--- src/rtl/alu_writeback.sv ---
// alu_writeback: two-entry write-back queue with strobe (ACC/HEAD) and req/ack (STACK/CACHE) delivery.
// Define WB_FORWARD_EN to drive fwd_valid/fwd_data from the youngest matching pending entry.
module alu_writeback (
    input  logic       clock,
    input  logic       reset_n,
    input  logic       wb_valid,
    output logic       wb_ready,
    input  logic [1:0] wb_dest,
    input  logic [7:0] wb_data,
    output logic       acc_we,
    output logic [7:0] acc_wdata,
    output logic       head_we,
    output logic [7:0] head_wdata,
    output logic       stack_req,
    output logic [7:0] stack_wdata,
    input  logic       stack_ack,
    output logic       cache_req,
    output logic [7:0] cache_wdata,
    input  logic       cache_ack,
    input  logic [1:0] hazard_src,
    output logic       hazard,
    output logic       busy,
    output logic       fwd_valid,
    output logic [7:0] fwd_data
);
    localparam logic [1:0] ACC = 2'd0, STACK = 2'd1, HEAD = 2'd2, CACHE = 2'd3;
    typedef enum logic [1:0] {IDLE, STROBE, REQ} state_t;
    state_t     state_q, state_d;
    logic [1:0] count_q, count_d;
    logic [1:0] qdest_q [2];
    logic [1:0] qdest_d [2];
    logic [7:0] qdata_q [2];
    logic [7:0] qdata_d [2];
    logic [1:0] fdest_q, fdest_d;
    logic [7:0] fdata_q, fdata_d;
    logic       wb_ready_q, wb_ready_d;
    logic [3:0] we_q, we_d;
    logic [7:0] wdata_q [4];
    logic [7:0] wdata_d [4];
    logic       accept, have_q, ack_hit, dispatch, pop, push, widx;
    logic [1:0] nxt_dest;
    logic [7:0] nxt_data;
    logic       hit0, hit1, hitf;

    // The in-flight entry lives outside the queue; an empty queue lets an accepted result bypass straight in.
    always_comb begin
        accept   = wb_valid && wb_ready_q;
        have_q   = count_q != 2'd0;
        nxt_dest = have_q ? qdest_q[0] : wb_dest;
        nxt_data = have_q ? qdata_q[0] : wb_data;
        ack_hit  = (fdest_q == STACK) ? stack_ack : cache_ack;
        dispatch = (state_q != REQ) && (have_q || accept);
        pop      = dispatch && have_q;
        push     = accept && (have_q || state_q == REQ);
        widx     = count_q[0] ^ pop;
        count_d  = count_q + {1'b0, push} - {1'b0, pop};
        qdest_d  = qdest_q;
        qdata_d  = qdata_q;
        if (pop) begin
            qdest_d[0] = qdest_q[1];
            qdata_d[0] = qdata_q[1];
        end
        if (push) begin
            qdest_d[widx] = wb_dest;
            qdata_d[widx] = wb_data;
        end
        state_d    = dispatch ? (nxt_dest[0] ? REQ : STROBE) : (state_q == REQ && !ack_hit) ? REQ : IDLE;
        fdest_d    = dispatch ? nxt_dest : fdest_q;
        fdata_d    = dispatch ? nxt_data : fdata_q;
        wb_ready_d = count_d != 2'd2;
        for (int d = 0; d < 4; d++) begin
            we_d[d]    = (state_d != IDLE) && (fdest_d == d[1:0]);
            wdata_d[d] = we_d[d] ? fdata_d : 8'h00;
        end
    end

    always_ff @(posedge clock) begin
        if (!reset_n) begin
            state_q    <= IDLE;
            count_q    <= 2'd0;
            fdest_q    <= 2'd0;
            fdata_q    <= 8'h00;
            wb_ready_q <= 1'b0;
            we_q       <= 4'h0;
            wdata_q    <= '{default: 8'h00};
        end else begin
            state_q    <= state_d;
            count_q    <= count_d;
            qdest_q    <= qdest_d;
            qdata_q    <= qdata_d;
            fdest_q    <= fdest_d;
            fdata_q    <= fdata_d;
            wb_ready_q <= wb_ready_d;
            we_q       <= we_d;
            wdata_q    <= wdata_d;
        end
    end

    assign wb_ready    = wb_ready_q;
    assign acc_we      = we_q[ACC];
    assign acc_wdata   = wdata_q[ACC];
    assign head_we     = we_q[HEAD];
    assign head_wdata  = wdata_q[HEAD];
    assign stack_req   = we_q[STACK];
    assign stack_wdata = wdata_q[STACK];
    assign cache_req   = we_q[CACHE];
    assign cache_wdata = wdata_q[CACHE];
    assign hit0        = (count_q != 2'd0) && (qdest_q[0] == hazard_src);
    assign hit1        = (count_q == 2'd2) && (qdest_q[1] == hazard_src);
    assign hitf        = (state_q != IDLE) && (fdest_q == hazard_src);
    assign hazard      = hit0 || hit1 || hitf;
    assign busy        = (count_q != 2'd0) || (state_q != IDLE);
`ifdef WB_FORWARD_EN
    assign fwd_valid = hazard;
    assign fwd_data  = hit1 ? qdata_q[1] : hit0 ? qdata_q[0] : hitf ? fdata_q : 8'h00;
`else
    assign fwd_valid = 1'b0;
    assign fwd_data  = 8'h00;
`endif
endmodule
--- config.mk ---
export PLATFORM = sky130hd
export DESIGN_NAME = alu_writeback
export DESIGN_NICKNAME = d
export VERILOG_FILES = /design/src/rtl/alu_writeback.sv
export SDC_FILE = /design/constraint.sdc
export NUM_CORES = 1
export LEC_CHECK = 0
export BUFFER_PORTS_ARGS = -buffer_cell sky130_fd_sc_hd__buf_2
export CAP_MARGIN = 20
export CORE_AREA = 2 2 75 77
export DETAILED_ROUTE_END_ITERATION = 6
export DIE_AREA = 0 0 77 79
export PLACE_DENSITY = 0.9
export SLEW_MARGIN = 5
export SYNTH_ARGS = -nofsm -noshare
export SYNTH_HDL_FRONTEND = slang
export SYNTH_SLANG_ARGS = --single-unit
--- constraint.sdc ---
create_clock -name clock -period 3.48 [get_ports clock]
set_input_delay 0.174 -clock clock [delete_from_list [all_inputs] [get_ports clock]]
set_output_delay 0.174 -clock clock [all_outputs]
set_load 0.01 [all_outputs]
==> metrics.cfg <==
[die]
die_h_um=79
fp.coreArea_um2=5340
die_x_um=77
rows=27
boundaryPins=65
initial_core_util_pct=53.1
die-area_um2=6080

[grt]
gr-total-overflow=0
grt_max_degree=16
grt_pass1_vias=1843
antenna_found_initial=0
grt_pass1_wl_um=9000
grtUsageTotal_pct=19.3

[run]
max_cap_violations=0

[sta]
setup_viol=0
worstMarginPinSlew_ns=0.985
finClkSkew_ns=0.00843
finalHoldViolCount=0
finalCritPeriodShare_pct=66.8
fin_tns_setup_ns=0
worst_slack_ns=1.15
period_minus_slack_ns=2.33
max_freq_ghz=0.430
finalMaxSlewViolations=0
grt_setup_unrepaired=no
timing.slew.headroom_pct=34.2

[power]
power_density_nw_per_um2=908
totalPowerFinal_mw=3.06
p_leak_nw=1.43
vdd_ir_drop_max_mv=0.547

[cts]
clkLatencyLatePin_ns=0.34
cts_hold_buf=0
cts_made_buffers=9
clk_pin_slew_ns=0.08
clock-sinks=71
tritoncts=built
cts_buffer_depth=2
htree_levels=3
cts_resized=0
clockRootBuffer=clkbuf_8
postCtsSetupBuffers=0

[synthesis]
synth_top_area_share_pct=36.0
synthCells=230
synth_cell_types=39
yosysWarnings=0
netlist_top_cells_count=dfxtp_1, nor2_1, mux2_2
synth_sequential_area_ratio_pct=57.2
ys_seq_elements=71
syn_avg_cell_area_um2=12.3
synth.largest_area_cell=dfxtp_1
synth-edff-count=20
netlist_area_um2=2840
synthFlopType=dfxtp_1
synthTopCellsByArea=dfxtp_1, edfxtp_1, mux2_2, nor2_1, mux2i_2
yosysMostFrequentCell=dfxtp_1
synth-async-reset-ratio_pct=0

[placed_design]
dp_cells=350
hpwl_um=3880
port_buffers=55
place.gp.congestion=0.820
preCtsSetupSlack_ns=1.23

[cells_and_area]
seqCellArea_um2=1620
nets=307
final_layout_size_suffix_gt1_share_pct=43.2
final_cells=366
num-fill-cells=446
area_growth_pct=18.6
multi_input_comb_area_um2=1090
n_antenna_cell=0
final_util_pct=63.0

[critical_path]
crit_arrival_ns=2.42
cp-end-kind=flip-flop
crit_chain=nor2_2, nor2_2, mux2_2, mux2_2
path_max_fanout=13
path_buf_inv=0
critPathTopFamily=simple AND/OR/NAND/NOR gates
critPathRequiredTime_ns=3.58
critPathSlowestCell=dfxtp_1
critPathLaunchType=flip-flop
critPathMaxStageDelay_ns=0.67
critPathKind=reg2reg

[routing]
wire_per_inst_um=15.2
route.vias.total=1863
drt-initial-drc-count=105
firstDrtPassIters=4
drc=0
final_antenna_net_count=0
viasPerCell=5.09
drt-total-wl_um=5550

[outcome]
status=complete, no violations

[worst_hold_path]
min_path_type=in2reg

## cells in the final DEF, fill, tap and decap left out, types with 3 or more instances in the layout
cell      synthesis  layout
buf_2             0      55
dfxtp_1          51      51
nor2_1           38      38
mux2_2           28      28
edfxtp_1         20      20
nor2_2           10      10
clkbuf_8          0      10
conb_1            1       9
inv_1             8       8
mux2i_2           7       7
a21oi_1           6       6
xor2_1            5       5
xnor2_1           4       4
nor3_1            4       4
o21ai_0           3       3
## path summary, 6_finish.rpt
path	startpoint	slack, ns	end	cells after the start
worst max-delay path	count_q[0]	1.15	qdata_q[12]	4
worst min-delay path	wb_data[0]	0.04	flip-flop	1
worst max register to register	count_q[0]	1.15	qdata_q[12]	4
worst min register to register	fdata_q[0]	0.56	fdata_q[0]	2
## metal layers
| layer | part of all wire, % | track usage (%) | up-vias |
|---|---|---|---|
| li1 | - | - | 887 |
| met1 | 45 | 25.2 | 900 |
| met2 | 46 | 29.5 | 69 |
| met3 | 6.5 | 5.23 | 7 |
| met4 | 1.6 | 10.5 | 0 |
| met5 | 0 | 0 | - |
## layout make-up
| class | count | area share (%) |
|---|---|---|
| Clock buffer | 11 | 4.84 |
| Clock inverter | 5 | 2.57 |
| Inverter | 8 | 0.893 |
| Multi-Input combinational cell | 143 | 32.4 |
| Sequential cell | 71 | 48.2 |
| Tap cell | 72 | 2.68 |
| Timing Repair Buffer | 56 | 8.41 |
## metrics by stage
stage	hold WS (ns)	cell area [um2]
after global placement	0.384	3110
final	0.0375	3360
after floorplan	0.273	2870
after CTS	0.0284	3360
after global routing	0.0232	3360
after detailed placement	0.382	3110
## where the power goes
part	switching [mW]	total, mW	internal, mW	leakage [nW]
Combinational	0.591	1.07	0.481	0.703
Clock	0.307	0.779	0.472	0.125
Sequential	0.129	1.20	1.08	0.603
Total	1.03	3.05	2.03	1.43
## kinds of logic (layout without fill, tap and decap cells)
group / after synthesis / count (layout) / share of synthesized area (%)
DFF: 71 / 71 / 57.2
and+or+nand+nor: 66 / 66 / 11.8
adders and majority gates: 1 / 1 / 0.441
muxes: 36 / 36 / 15.3
other: 1 / 9 / 0.132
buffers and inverters: 24 / 80 / 5.43
AOI/OAI and AO/OA: 22 / 22 / 6.93
xor gates and xnor gates: 9 / 9 / 2.78
Note: power is estimated with default switching activity, not from simulation.
